--- config.mk ---
export PLATFORM = sky130hd
export DESIGN_NAME = booth_controller
export DESIGN_NICKNAME = d
export VERILOG_FILES = /design/src/rtl/booth_controller.sv
export SDC_FILE = /design/constraint.sdc
export NUM_CORES = 1
export LEC_CHECK = 0
export BUFFER_PORTS_ARGS = -buffer_cell sky130_fd_sc_hd__buf_4
export CAP_MARGIN = 20
export CORE_AREA = 2 2 39 41
export DETAILED_ROUTE_END_ITERATION = 7
export DIE_AREA = 0 0 41 43
export PLACE_DENSITY_LB_ADDON = 0.12
export RECOVER_POWER = 50
export REMOVE_ABC_BUFFERS = 1
export SLEW_MARGIN = 20
export SYNTH_ARGS = -nofsm -noshare
export SYNTH_HDL_FRONTEND = slang
export SYNTH_SLANG_ARGS = --single-unit
export TNS_END_PERCENT = 50
--- constraint.sdc ---
create_clock -name clk -period 2.6 [get_ports clk]
set_input_delay 0.52 -clock clk [delete_from_list [all_inputs] [get_ports clk]]
set_output_delay 0.52 -clock clk [all_outputs]
set_load 0.01 [all_outputs]
--- src/rtl/booth_controller.sv ---
// rtl/booth_controller.sv - radix-2 Booth multiplier sequencing FSM
module booth_controller #(
  parameter int WIDTH = 4,
  parameter int CNT_W = 3
) (
  input  logic       clk,
  input  logic       rst,
  input  logic       start,
  input  logic       q0,
  input  logic       qm1,
  output logic [1:0] a_ctrl,
  output logic [1:0] q_ctrl,
  output logic [1:0] m_ctrl,
  output logic       alu_sub,
  output logic       qm1_clr,
  output logic       qm1_ld,
  output logic       busy,
  output logic       done
);

  // Register control encoding shared with the A/Q/M register blocks.
  localparam logic [1:0] CTRL_LOAD  = 2'b00;
  localparam logic [1:0] CTRL_RESET = 2'b01;
  localparam logic [1:0] CTRL_SHIFT = 2'b10;
  localparam logic [1:0] CTRL_HOLD  = 2'b11;

  localparam logic [CNT_W-1:0] CNT_INIT = CNT_W'(WIDTH);
  localparam logic [CNT_W-1:0] CNT_ONE  = CNT_W'(1);

  typedef enum logic [2:0] {
    S_IDLE  = 3'd0,
    S_INIT  = 3'd1,
    S_EVAL  = 3'd2,
    S_SHIFT = 3'd3,
    S_DONE  = 3'd4
  } state_e;

  state_e           state_q, state_d;
  logic [CNT_W-1:0] cnt_q, cnt_d;

  // State and iteration counter; reset discards any operation in flight.
  always_ff @(posedge clk or posedge rst) begin
    if (rst) begin
      state_q <= S_IDLE;
      cnt_q   <= '0;
    end else begin
      state_q <= state_d;
      cnt_q   <= cnt_d;
    end
  end

  // Next-state and counter update; the last SHIFT is the one that sees cnt==1.
  always_comb begin
    state_d = state_q;
    cnt_d   = cnt_q;
    case (state_q)
      S_IDLE: begin
        if (start) begin
          state_d = S_INIT;
        end
      end
      S_INIT: begin
        cnt_d   = CNT_INIT;
        state_d = S_EVAL;
      end
      S_EVAL: begin
        state_d = S_SHIFT;
      end
      S_SHIFT: begin
        cnt_d   = cnt_q - CNT_ONE;
        state_d = (cnt_q == CNT_ONE) ? S_DONE : S_EVAL;
      end
      S_DONE: begin
        state_d = S_IDLE;
      end
      default: begin
        state_d = S_IDLE;
        cnt_d   = '0;
      end
    endcase
  end

  // Datapath controls are pure state decode; q0/qm1 only matter in EVAL.
  always_comb begin
    a_ctrl  = CTRL_HOLD;
    q_ctrl  = CTRL_HOLD;
    m_ctrl  = CTRL_HOLD;
    alu_sub = 1'b0;
    qm1_clr = 1'b0;
    qm1_ld  = 1'b0;
    busy    = 1'b0;
    done    = 1'b0;
    case (state_q)
      S_INIT: begin
        a_ctrl  = CTRL_RESET;
        q_ctrl  = CTRL_LOAD;
        m_ctrl  = CTRL_LOAD;
        qm1_clr = 1'b1;
        busy    = 1'b1;
      end
      S_EVAL: begin
        busy = 1'b1;
        case ({q0, qm1})
          2'b01: begin
            a_ctrl = CTRL_LOAD;
          end
          2'b10: begin
            a_ctrl  = CTRL_LOAD;
            alu_sub = 1'b1;
          end
          default: begin
            a_ctrl = CTRL_HOLD;
          end
        endcase
      end
      S_SHIFT: begin
        a_ctrl = CTRL_SHIFT;
        q_ctrl = CTRL_SHIFT;
        qm1_ld = 1'b1;
        busy   = 1'b1;
      end
      S_DONE: begin
        done = 1'b1;
      end
      default: begin
        a_ctrl = CTRL_HOLD;
      end
    endcase
  end

endmodule

==> results of run 1 <==
==> final cells by class <==
class / count / area (um2) / area share [%]
flip-flops and latches: 6 / 150 / 27.0
well taps: 16 / 20.0 / 3.60
inverters: 5 / 18.8 / 3.37
multi-input cells: 34 / 225 / 40.4
clock buffers: 3 / 22.5 / 4.04
repair buffers: 16 / 120 / 21.6
==> worst max-delay path by stage <==
stage	slack [ns]	from	endpoint	cells after the start
finish	0.72	q0	a_ctrl[1]	5
global placement	0.73	q0	a_ctrl[1]	5
CTS	0.72	q0	a_ctrl[1]	5
global route	0.65	state_q[0]	qm1_clr	4
detailed placement	0.72	q0	a_ctrl[1]	5
floorplan	0.95	qm1	a_ctrl[1]	4
==> sequential cells by signal (all words and copies together) (netlist names) <==
register and count:
state_q 3, cnt_q 3
==> layer usage <==
layer  share of wire (%)  wire length (um)
met1                  46               392
met4                   0                 0
met2                  46               395
met3                 8.1                70
met5                   0                 0
==> power groups by stage <==
stage	logic [mW]	clock network, mW	registers (mW)
final	0.343	0.0841	0.192
after global routing	0.382	0.0969	0.199
after CTS	0.350	0.0872	0.193
after detailed placement	0.350	0	0.193
after global placement	0.346	0	0.193
after floorplan	0.212	0	0.185
==> layout by cell type (no fill, tap or decap), types with 2 or more instances in the layout <==
cell type and n:
sky130_fd_sc_hd__or2_1 2, sky130_fd_sc_hd__dfrtp_1 6, sky130_fd_sc_hd__nand2b_1 3, sky130_fd_sc_hd__nor3_1 3, sky130_fd_sc_hd__inv_1 4, sky130_fd_sc_hd__nor2_1 4
sky130_fd_sc_hd__clkbuf_4 4, sky130_fd_sc_hd__ha_1 3, sky130_fd_sc_hd__buf_4 15, sky130_fd_sc_hd__nand2_1 4, sky130_fd_sc_hd__nor3b_1 2
==> critical path: cells and delay by family <==
family | cells | cell delay [ns]
AO/OA/AOI/OAI | 1 | 0.10
adder cells (fa/ha/maj) | 1 | 0.29
buffers and inverters | 2 | 0.25
AND/OR/NAND/NOR | 1 | 0.20
==> cells by family (layout without fill, tap and decap cells) <==
group,Yosys count,after routing,synth area share (%)
simple gates,23,23,30.7
flops,6,6,35.4
mux,1,1,3.54
fa+ha+maj,3,3,8.85
buf+inv,9,24,10.3
compound gates,7,7,11.2
==> results.md, run 1 <==
* Max Root-Sink Buffers at 2
* Fin crit share at 72.1%
* Number of diodes added for antenna fixing at 0
* Root buf cell: sky130_fd_sc_hd__clkbuf_4
* Die outline height at 43 um
* Placed cell area at 539 um2
* Flip-flop and latch count after synthesis at 6
* # Max-Cap Violations at 0
* Total clock buffers created by CTS at 3
* Most used routing layer: met2
* Clk network pwr share at 13.6%
* GR met3 Demand/Resource at 6.28%
* Int Pwr at 0.368 mW
* R2r setup slk at 1.31 ns
* Slowest stage cell, crit path: sky130_fd_sc_hd__ha_1
* Number of cells after detailed placement at 77
* Count of filler cells inserted in the layout at 140
* LEAKAGE at 0.280 nW
* Largest fanout on the critical path at 2
* Placed wire-length estimate after detailed placement at 633 um
* CP max stage delay at 0.29 ns
* Final std cells w/o fill at 80
* Total number of clock tree sinks at 6
* Post-Syn Area per Cell at 8.66 um2
* Worst setup margin at 0.725 ns
* Met1 usage in global routing at 13.9%
* CTS HTree Levels at 1
* Hold-fix buffers, CTS at 0
* Core footprint at 1380 um2
* IO Count at 16
* IR drop worst, VDD at 0.000427 V
* Global-route usage over all layers at 11.3%
* Area added between synthesis and finish at 31.3%
* Wire length per cell at 10.7 um
* Layout Skew at 0.00512 ns
* Critical Path Start Type: input port
* Residual overflow from global routing at 0
* Die outline area at 1760 um2
* Data required time at the worst endpoint at 2.08 ns
* Via density at 4.58
* Hold Path Class: input port to asynchronous set/reset pin
* Most common cell type on the critical path: sky130_fd_sc_hd__buf_4
* Share of power burned in combinational logic at 55.4%
* Share of synthesized area occupied by flip-flops and latches at 35.4%
* Peak Freq at 533 MHz
* CTS tree: built
* Post-route setup TNS at 0 ns
* Final count of hold timing violations at 0
* Classification of the worst setup path: input port to output port
* Summed area of non-filler cells in the final layout at 557 um2
* Count of final setup violators at 0
* Relative slew slack at 75.2%
* Leading cell types by total area after synthesis: sky130_fd_sc_hd__dfrtp_1 35%, sky130_fd_sc_hd__ha_1 8.8%, sky130_fd_sc_hd__nand2b_1 4.4%, sky130_fd_sc_hd__nor3_1 3.5%, sky130_fd_sc_hd__buf_4 3.5%
* Relative contribution of sequential cells to total power at 31.1%
* Result of the run: finished clean
* Core Rows at 14
* Critical path, cell by cell: buf_4, ha_1, nor3b_1, o21bai_1, buf_4
* Quantity of I/O buffers inserted on ports at 15
* Startpoint of the worst-slack reg-to-reg timing path: state_q[0]
* Starting DRC count in detailed routing at 3
* Unique cell type count in the Yosys netlist at 26
* Clock period minus worst slack at 1.88 ns
* Overall via count from detail_route at 366
* Yosys warning total at 0
* Nets at 74
* FFs w/ async S/R, synth at 100%
* First-pass GRT wire length at 1320 um
* Post-CTS repair timing setup buffer count at 0
* Wire length reported by the detailed router at 859 um
* Post-Syn Area at 424 um2
* Category of the worst setup path capture point: output port
* Biggest area consumer among synthesized cells: sky130_fd_sc_hd__dfrtp_1
* Power Dens Cells at 1110 nW/um2
* Clock-pin transition on the worst setup and hold timing paths at 0.05 ns
* Number of enable-type register cells in the synthesized netlist at 0
* Post-synthesis instance total at 49
* Design Power at 0.619 mW
* Share of post-route cells with drive strength above 1 at 35.9%
* End-of-flow core utilization at 40.2%
* Unrepaired setup endpoints after global routing: no
* Number of cells on the worst reg-to-reg path at 3
* Remaining antenna violation count at 0
* RR Endpoint: state_q[2]
* Hold WS at 0.194 ns
* Worst slew pin tran at 0.372 ns
* Synth top cells by count: 6 x sky130_fd_sc_hd__dfrtp_1, 4 x sky130_fd_sc_hd__inv_1, 4 x sky130_fd_sc_hd__nand2_1, 4 x sky130_fd_sc_hd__nor2_1
* Die width at 41 um
* Worst slack at placement at 0.718 ns
* Initial antenna violation count at 0
* Number of cells upsized or downsized after cts at 0
* RePlAce Congestion at 0.600
* Initial core utilization at 30.7%
* Initial DRT Pass Iterations at 2
* Data arrival, critical path at 1.36 ns
* Pin count of the biggest net entering global routing at 14
* Switching power share of the total at 40.6%
* Top-area cell type share of the netlist area at 35.4%
* Primary flip-flop cell chosen by synthesis mapping: sky130_fd_sc_hd__dfrtp_1
* Most instantiated library cell after synthesis: sky130_fd_sc_hd__dfrtp_1
* Net Switching at 0.251 mW
* Global-route track usage on met2 at 16.3%
* Remaining routing DRC violations at 0
* Clock network latency to the later pin of the worst-skew pair at 0.24 ns
* Max-slew violation total from the final report at 0
* Number of global-route vias before repair at 315
(Power assumes the default switching activity.)
==> inputs of run 2 (changes only) <==
clock period = 1.9 ns   (was 2.6 ns; I/O delays follow)
==> results.md, run 2 (synthesis results as in run 1) <==
* Design Power at 0.823 mW
* Die outline height at 43 um
* Starting DRC count in detailed routing at 7
* Placed wire-length estimate after detailed placement at 662 um
* Die outline area at 1760 um2
* Quantity of I/O buffers inserted on ports at 15
* Initial core utilization at 30.7%
* Category of the worst setup path capture point: output port
* Worst slew pin tran at 0.375 ns
* IO Count at 16
* Summed area of non-filler cells in the final layout at 553 um2
* Final std cells w/o fill at 80
* Count of final setup violators at 0
* Area added between synthesis and finish at 30.4%
* Data required time at the worst endpoint at 1.52 ns
* Number of cells upsized or downsized after cts at 0
* Largest fanout on the critical path at 12
* Post-route setup TNS at 0 ns
* Global-route usage over all layers at 12.3%
* Clock period minus worst slack at 1.70 ns
* Initial DRT Pass Iterations at 4
* Total number of clock tree sinks at 6
* Wire length reported by the detailed router at 860 um
* IR drop worst, VDD at 0.000602 V
* Power Dens Cells at 1490 nW/um2
* Initial antenna violation count at 0
* Remaining antenna violation count at 0
* Multi-input gate area at 221 um2
* Largest registers: cnt_q (3), state_q (3)
* Commonest cells after routing, fill and taps aside: 15 x sky130_fd_sc_hd__buf_4, 6 x sky130_fd_sc_hd__dfrtp_1
* Layout Skew at 0.00266 ns
* Number of diodes added for antenna fixing at 0
* First-pass GRT wire length at 1350 um
* Number of global-route vias before repair at 325
* Wire length per cell at 10.8 um
* Hold-fix buffers, CTS at 0
* Core footprint at 1380 um2
* Unrepaired setup endpoints after global routing: no
* Peak Freq at 588 MHz
* Commonest non-fill, non-tap cell in the layout: sky130_fd_sc_hd__buf_4
* Placed cell area at 539 um2
* Clock-pin transition on the worst setup and hold timing paths at 0.04 ns
* Post-CTS repair timing setup buffer count at 0
* Classification of the worst setup path: flop to output port
* RePlAce Congestion at 0.601
* CTS tree: built
* Hold Path Class: input port to asynchronous set/reset pin
* Storage element area at 150 um2
* Fin crit share at 89.4%
* Residual overflow from global routing at 0
* Max-slew violation total from the final report at 0
* Final count of hold timing violations at 0
* Nets at 74
* Relative slew slack at 75.0%
* Share of post-route cells with drive strength above 1 at 34.4%
* Result of the run: finished clean
* Clock network latency to the later pin of the worst-skew pair at 0.24 ns
* Via density at 4.55
* Root buf cell: sky130_fd_sc_hd__clkbuf_4
* Overall via count from detail_route at 364
* # Max-Cap Violations at 0
* Count of filler cells inserted in the layout at 148
* Data arrival, critical path at 1.32 ns
* LEAKAGE at 0.276 nW
* Remaining routing DRC violations at 0
* Max Root-Sink Buffers at 2
* Total clock buffers created by CTS at 3
* Number of cells after detailed placement at 77
* Critical Path Start Type: flop
* Die width at 41 um
* CTS HTree Levels at 1
* Pin count of the biggest net entering global routing at 14
* Core Rows at 14
[run 2: cell counts in the layout (fill, tap and decap cells not counted)]
Identical to the previous run, type by type.
[run 2: layer usage]
layer | vias up | track usage (%) | wire length, um
li1 | 191 | - | -
met1 | 158 | 13.2 | 392
met2 | 13 | 17.2 | 385
met3 | 2 | 6.28 | 66
met4 | 0 | 10.0 | 16
met5 | - | 0 | 0
[run 2: per-stage QoR]
step	hold slack, ns	util (%)	setup slack, ns
finish	0.0567	40.0	0.201
global route	0.0697	40.0	0.0946
CTS	0.0543	40.6	0.169
detailed placement	0.318	39.0	0.293
global placement	0.316	39.0	0.312
floorplan	0.171	-	0.445
[run 2: worst max-delay path: stages, from the launching register on]
cell and delay [ns]:
sky130_fd_sc_hd__dfrtp_1 0.54, sky130_fd_sc_hd__nand2b_1 0.14, sky130_fd_sc_hd__or2_1 0.25, sky130_fd_sc_hd__inv_2 0.05, sky130_fd_sc_hd__buf_4 0.10
[run 2: final cells by class]
class | count | area share, %
timing repair buffer | 16 | 21.7
multi-input combinational | 34 | 40.0
tap | 16 | 3.62
inverter | 5 | 3.39
sequential | 6 | 27.1
clock buffer | 3 | 4.07
[run 2: final timing paths]
check | startpoint | to | slack (ns) | cells after the start
worst max-delay path | state_q[0] | qm1_clr | 0.20 | 4
worst min-delay path | rst | state_q[0] | 0.06 | 2
worst max register to register | state_q[1] | cnt_q[0] | 0.59 | 3
worst min register to register | cnt_q[0] | cnt_q[0] | 0.52 | 2
max in group asynchronous | rst | cnt_q[1] | 1.65 | 2
min in group clk | start | state_q[0] | 0.41 | 3
[run 2: where the power goes]
group	internal (mW)	switching, mW
logic	0.234	0.217
clock network	0.0711	0.0410
registers	0.184	0.0759
